**src/rtl/cavlc_level_encoder.sv**
```systemverilog
// CAVLC level codeword generator: walks a snapshot of the level list and
// emits prefix/suffix codewords with adaptive suffixLength to a packer.
module cavlc_level_encoder #(
  parameter int MAX_LEVELS = 16,
  parameter int COEFF_W    = 8,
  parameter int CODE_W     = 28
) (
  input  logic                      clk,
  input  logic                      rst,
  input  logic                      h264_reset,
  input  logic                      start_i,
  input  logic signed [COEFF_W-1:0] level_list_i [MAX_LEVELS],
  input  logic [4:0]                level_cnt_i,
  input  logic [1:0]                t1s_i,
  input  logic [4:0]                total_i,
  input  logic                      code_ready_i,
  output logic                      code_valid_o,
  output logic [CODE_W-1:0]         code_bits_o,
  output logic [4:0]                code_len_o,
  output logic                      busy_o,
  output logic                      done_o
);

  typedef enum logic [1:0] {
    IDLE,
    CALC,
    EMIT,
    DONE
  } state_t;

  state_t state;
  state_t nxt;

  logic signed [COEFF_W-1:0] list [MAX_LEVELS];
  logic [4:0] cnt;
  logic [4:0] idx;
  logic [1:0] t1s;
  logic [2:0] sl;

  logic [4:0] cnt_in;
  logic [2:0] sl_init;
  logic       last;

  logic signed [COEFF_W-1:0] lv;
  logic signed [10:0] lvx;
  logic signed [10:0] neg;
  logic signed [10:0] lcs;
  logic [8:0]  lc;
  logic [8:0]  mag;
  logic [9:0]  thr;
  logic [9:0]  diff;
  logic [8:0]  shr;
  logic [3:0]  pre;
  logic [3:0]  slen;
  logic [11:0] suf;
  logic [CODE_W-1:0] bits;
  logic [4:0]  len;
  logic [2:0]  sl_nxt;
  logic [8:0]  lim;

  assign cnt_in = (level_cnt_i > 5'(MAX_LEVELS)) ?
                  5'(MAX_LEVELS) : level_cnt_i;
  assign sl_init = (total_i > 5'd10 && t1s_i < 2'd3) ? 3'd1 : 3'd0;
  assign last = (idx == cnt - 5'd1);
  assign lv = list[idx[3:0]];

  // levelCode and magnitude of the current entry
  always_comb begin
    lvx = {{(11-COEFF_W){lv[COEFF_W-1]}}, lv};
    neg = -lvx;
    mag = lvx[10] ? neg[8:0] : lvx[8:0];
    if (lvx > 11'sd0) lcs = (lvx <<< 1) - 11'sd2;
    else              lcs = -(lvx <<< 1) - 11'sd1;
    if (idx == 5'd0 && t1s != 2'd3) lcs = lcs - 11'sd2;
    lc = lcs[10] ? 9'd0 : lcs[8:0];
  end

  always_comb begin
    thr  = 10'd15 << sl;
    diff = {1'b0, lc} - thr;
    shr  = lc >> sl;
    pre  = 4'd0;
    slen = 4'd0;
    suf  = 12'd0;
    if (sl == 3'd0) begin
      if (lc < 9'd14) begin
        pre = lc[3:0];
      end else if (lc < 9'd30) begin
        pre  = 4'd14;
        slen = 4'd4;
        suf  = 12'(lc - 9'd14);
      end else begin
        pre  = 4'd15;
        slen = 4'd12;
        suf  = 12'(lc - 9'd30);
      end
    end else if ({1'b0, lc} < thr) begin
      pre  = shr[3:0];
      slen = {1'b0, sl};
      suf  = 12'(lc & ((9'd1 << sl) - 9'd1));
    end else begin
      pre  = 4'd15;
      slen = 4'd12;
      suf  = 12'(diff);
    end
    bits = (CODE_W'(1) << slen) | CODE_W'(suf);
    len  = 5'(pre) + 5'd1 + 5'(slen);
  end

  // suffixLength after the current code is accepted
  always_comb begin
    sl_nxt = (sl == 3'd0) ? 3'd1 : sl;
    lim    = 9'd3 << (sl_nxt - 3'd1);
    if (mag > lim && sl_nxt < 3'd6) sl_nxt = sl_nxt + 3'd1;
  end

  always_ff @(posedge clk) begin
    if (rst || h264_reset) state <= IDLE;
    else                   state <= nxt;
  end

  always_comb begin
    nxt          = state;
    code_valid_o = 1'b0;
    busy_o       = 1'b1;
    done_o       = 1'b0;
    case (state)
      IDLE: begin
        busy_o = 1'b0;
        if (start_i) nxt = (cnt_in == 5'd0) ? DONE : CALC;
      end
      CALC: nxt = EMIT;
      EMIT: begin
        code_valid_o = 1'b1;
        if (code_ready_i) nxt = last ? DONE : CALC;
      end
      DONE: begin
        done_o = 1'b1;
        nxt    = IDLE;
      end
      default: nxt = IDLE;
    endcase
  end

  always_ff @(posedge clk) begin
    if (rst || h264_reset) begin
      for (int i = 0; i < MAX_LEVELS; i++) list[i] <= '0;
      cnt         <= '0;
      idx         <= '0;
      t1s         <= '0;
      sl          <= '0;
      code_bits_o <= '0;
      code_len_o  <= '0;
    end else begin
      case (state)
        IDLE: begin
          if (start_i) begin
            for (int i = 0; i < MAX_LEVELS; i++) list[i] <= level_list_i[i];
            cnt <= cnt_in;
            t1s <= t1s_i;
            idx <= '0;
            sl  <= sl_init;
          end
        end
        CALC: begin
          code_bits_o <= bits;
          code_len_o  <= len;
        end
        EMIT: begin
          if (code_ready_i) begin
            sl  <= sl_nxt;
            idx <= idx + 5'd1;
          end
        end
        default: ;
      endcase
    end
  end

endmodule

```
**config.mk**
```make
export PLATFORM = sky130hd
export DESIGN_NAME = cavlc_level_encoder
export DESIGN_NICKNAME = d
export VERILOG_FILES = /design/src/rtl/cavlc_level_encoder.sv
export SDC_FILE = /design/constraint.sdc
export NUM_CORES = 1
export LEC_CHECK = 0
export ABC_AREA = 0
export BUFFER_PORTS_ARGS = -buffer_cell sky130_fd_sc_hd__buf_2
export CORE_ASPECT_RATIO = 0.7
export CORE_MARGIN = 2
export CORE_UTILIZATION = 40
export DETAILED_ROUTE_END_ITERATION = 8
export GPL_TIMING_DRIVEN = 0
export HOLD_SLACK_MARGIN = 0.06
export PLACE_DENSITY_LB_ADDON = 0.3
export SLEW_MARGIN = 5
export SYNTH_ARGS = -nofsm -noshare
export SYNTH_HDL_FRONTEND = slang
export SYNTH_SLANG_ARGS = --single-unit
```
**constraint.sdc**
```tcl
create_clock -name clk -period 19 [get_ports clk]
set_input_delay 3.8 -clock clk [delete_from_list [all_inputs] [get_ports clk]]
set_output_delay 3.8 -clock clk [all_outputs]
set_load 0.02 [all_outputs]
```
# Word-level counts from Yosys, hierarchy flattened
# Memories as Yosys holds them, arrays and structs flattened. A register that Yosys moved wholly into a read port is not among the register bits.
# Index checks and enable logic that the tools add are counted.
# op_classes
magnitude_cmp	9
n_eq_ne	7
mux	58
shift	5
add_sub_neg	15
n_bitwise	18
reduce_logical	12
# ops
cell	count
2-to-1 mux 8 bit	16
2-to-1 mux 12 bit	4
2-to-1 mux 4 bit	9
bitwise OR 28 x 12 -> 28 bit	1
<< shifter 1 x 4 -> 28 bit (first input constant)	1
2-to-1 mux 11 bit	2
2-to-1 mux 9 bit	2
bitwise OR 1 bit	16
2-to-1 mux 5 bit	3
bitwise AND 9 x 12 -> 12 bit	1
2-to-1 mux 3 bit	4
<< shifter 1 x 3 -> 12 bit (first input constant)	1
subtractor 12 x 1 -> 12 bit (second input constant)	1
2-to-1 mux 1 bit	11
negation 9 -> 11 bit	1
subtractor 11 x 2 -> 11 bit (second input constant)	1
subtractor 11 x 3 -> 11 bit (second input constant)	1
zero test 5 bit	2
< comparator 9 x 10 -> 1 bit	1
case mux 5 bit (2 select lines)	1
<< shifter 4 x 3 -> 10 bit (first input constant)	1
subtractor 9 x 10 -> 10 bit	1
subtractor 9 x 3 -> 10 bit (second input constant)	1
subtractor 9 x 4 -> 10 bit (second input constant)	1
32 further kinds	41
# word_totals
mem_bits_rw	128
output_inout_bits	36
inputBits	145
n_memories	1
wordCells	132
reg_bits	50
# memory_table
name	depth	width	read_ports	rd_clocked_by_memory_dff	write_ports	line_no	text
list	16	8	1	1	16	34	logic signed [COEFF_W-1:0] list [MAX_LEVELS];

# Logic depth before layout (Yosys ltp)
# logic_depth
word_depth	12
depth_mapped	35

# Least setup slack after synthesis
# Ideal clock, no wire load.
# synth_timing
path_type	input port to flip-flop
start	input port start_i
end	memory list[0][0], enable pin
stages	3
t_required_ps	17874
setup_ps	1126
arrival_ps	6387
path_slack_ps	11488
path_cell_list	nand2_1 -> clkbuf_1 -> nand2_1
# synth_rtl
item	line_no	text
from (decl)	11	input logic start_i,
to (decl)	34	

==> impl_metrics.py <==
metrics = {
    "run": {
        "drv_cap": 0,
    },
    "critical_path": {
        "worstSetupStartpointType": "flip-flop",
        "slowest_stage": "a211oi_1",
        "crit_path_frequent_cell": "ha_1",
        "crit_path_end_kind": "flip-flop",
        "cp_top_family": "compound AO/OA/AOI/OAI gates",
        "arrival_ns": 8.63,
        "critPathRequiredTime_ns": 19.31,
        "slowest_delay_ns": 0.49,
        "crit_path_max_fanout": 10,
        "r2r_cells": 33,
        "worst-path-buf-inv": 6,
        "cp.depth": 33,
        "critPathKind": "reg2reg",
    },
    "floorplanning": {
        "die_x_um": 195,
        "ios": 181,
        "rows": 48,
        "start_util": 0.411,
        "die_h_um": 138,
        "dieArea_um2": 26900,
        "core_um2": 24900,
    },
    "timing": {
        "rsz0062_at_grt": "no",
        "period_share": 0.438,
        "report.final.slew_viol_count": 0,
        "skew_ns": 0.0145,
        "finalHoldViolations": 0,
        "fmax_ghz": 0.120,
        "fin_crit_ns": 8.32,
        "tns_ns": 0,
        "slew_headroom": 0.173,
        "worst_slew_pin_slew_ns": 1.23,
        "setup_violations": 0,
    },
    "logic_synthesis": {
        "syn_inst": 920,
        "ys_ff_latch": 170,
        "synth_ff_type": "edfxtp_1",
        "syn_area_per_cell_um2": 11.1,
        "yosys.area.top_type": "edfxtp_1",
        "synth_top_area_share": 0.376,
        "synth_warnings": 0,
        "async_flop_share": 0,
        "netlist_area_um2": 10200,
        "synth-edff-count": 128,
        "synthDistinctLibCells": 93,
        "synthTopCellsByArea": "edfxtp_1 (38%), and2_1 (8.4%), dfxtp_1 (8.2%), ha_1 (4.5%), mux4_2 (4.2%)",
        "yosysSeqAreaShare": 0.458,
    },
    "run_status": {
        "status": "finished, final reports clean",
    },
    "grt": {
        "antenna_found_initial": 0,
        "grt_max_degree": 60,
        "grt_pass1_vias": 7712,
        "grtUsageTotal": 0.210,
        "grt_pass1_wl_um": 42600,
        "grt-ovfl-total": 0,
    },
    "route": {
        "wl_um": 27800,
        "antenna_left": 0,
        "drt_pre_antenna_iters": 5,
        "drt-wirelength-per-cell_um": 19.1,
        "initialDrtViolationCount": 822,
        "vias": 8003,
        "viasPerCell": 5.49,
        "drc": 0,
    },
    "clock_network": {
        "cts_root_buffer": "clkbuf_16",
        "clkTransAtPathRegs_ns": 0.08,
        "clockBufferDepth": 2,
        "cts_setup_buffers": 0,
        "holdBufCountCts": 0,
        "clock-sinks": 170,
        "insertion_delay_ns": 0.44,
        "post_cts_resized": 0,
        "htreeDepth": 4,
        "cts_tree": "yes",
        "cts_buffers": 17,
    },
    "place": {
        "placed_area_um2": 11600,
        "place_congestion": 0.911,
        "io_buffers": 168,
        "hpwl_um": 21400,
    },
    "min_path": {
        "holdCritPathClass": "reg2reg",
        "whs_path_depth": 2,
        "hp-start": "code_len_o[1]",
    },
    "power_and_ir_drop": {
        "irDropWorstVdd_uv": 48.5,
        "leakage_nw": 5.09,
        "powerDensity_nw_per_um2": 83.0,
    },
    "cells_and_area": {
        "drive_above_1_share": 0.245,
        "area_growth_pct": 19.1,
        "regArea_um2": 4680,
        "stdcell_area_um2": 12200,
        "num_antenna_cells": 0,
        "nFillCells": 2314,
        "multiInputGateArea_um2": 5150,
        "nets": 1305,
    },
}
[final timing paths]
kind                                 endpoint  slack (ns)
worst max-delay path            code_len_o[4]       10.68
worst min-delay path            code_len_o[1]        0.45
worst max register to register  code_len_o[4]       10.68
worst min register to register  code_len_o[1]        0.45
[registers in the layout, summed over array words and instances (netlist names), named ones only]
signal	flops
cnt	5
sl	3
state	2
t1s	2
code_bits_o	16
list	128
idx	5
code_len_o	5
[cell type report]
cell class / instances / area share
Multi-Input combinational cell: 675 / 0.423
Sequential cell: 170 / 0.385
Timing Repair Buffer: 170 / 0.0736
Clock buffer: 18 / 0.0352
Tap cell: 325 / 0.0334
Buffer: 57 / 0.0267
Clock inverter: 14 / 0.0142
Inverter: 30 / 0.00925
[logic make-up after synthesis]
logic type / count (synthesis) / synth area share
AOI/OAI and AO/OA: 203 / 0.152
DFF: 170 / 0.458
buffers and inverters: 87 / 0.0428
muxes: 54 / 0.0913
and+or+nand+nor: 333 / 0.176
adders and majority gates: 40 / 0.0502
xor gates and xnor gates: 32 / 0.0289
other: 1 / 0.000367
[cells in the mapped netlist, drive strengths merged (4+ instances only)]
library cell and n:
ha 37, clkbuf 30, a211o 7, nand2 53, a21oi 39, nor2 61
xnor2 19, clkinv 4, nand3 15, mux2i 19, and3 4, mux4 28
a221oi 4, o22ai 6, nor4 4, xor2 12, edfxtp 128, nor3b 5
a22oi 7, and2 138, o211ai 4, a21o 8, a22o 9, a211oi 12
o31a 5, o31ai 7, o21ai 32, nand2b 5, nor3 18, a21boi 4
o21a 12, a31oi 11, inv 26, dfxtp 42, buf 27, nand4 8
mux2 7, nor2b 9, or2 6
[power by group]
part	switching (mW)	leakage, nW	internal (mW)	total [mW]
Combinational	0.134	2.99	0.0925	0.226
Sequential	0.00546	1.81	0.420	0.425
Clock	0.170	0.291	0.189	0.360
[per-stage QoR]
stage	std cells	hold WS (ns)	power, mW	setup WS (ns)	util
finish	1459	0.452	1.01	10.68	0.490
global route	1459	0.476	1.05	10.14	0.490
CTS	1459	0.456	1.01	10.70	0.490
detailed placement	1427	0.445	0.655	10.73	0.466
global placement	1425	0.439	0.654	9.59	0.463
floorplan	932	0.436	0.591	11.49	-
[cells in the final DEF (no fill, tap or decap), types with 5 or more instances in the layout]
cell type    n
clkbuf_1    31
o21a_1      12
nor2b_1      9
a22o_1       9
nor2_1      61
mux4_1       9
clkinv_1     5
conb_1      13
a21oi_1     38
a21o_1       8
mux2_2       7
o31ai_1      5
nor3_1      17
a211o_1      6
clkbuf_16   17
nor3b_1      5
o22ai_1      6
nand2b_1     5
nand3_1     14
edfxtp_1   128
a211oi_1    11
ha_1        37
inv_8        5
mux2i_1     19
xor2_1      12
a31oi_1      8
and2_1     138
mux4_2      19
xnor2_1     19
inv_1       26
a22oi_1      7
o21ai_0     29
nand2_1     52
buf_2      171
dfxtp_1     42
nand4_1      8
o31a_1       5
buf_4       18
[metal layers]
metal	global-route usage	vias up	part of all wire
met5	0	-	0
met2	0.312	311	0.43
met3	0.0428	32	0.074
met4	0.0522	0	0.011
met1	0.312	3857	0.48
li1	-	3803	-
[tightest hold or removal path: stages (launching register included)]
cell     delay [ns]
dfxtp_1        0.31
nand2_1        0.05
a21oi_1        0.05
No activity file was read; power rests on OpenSTA's default activity.
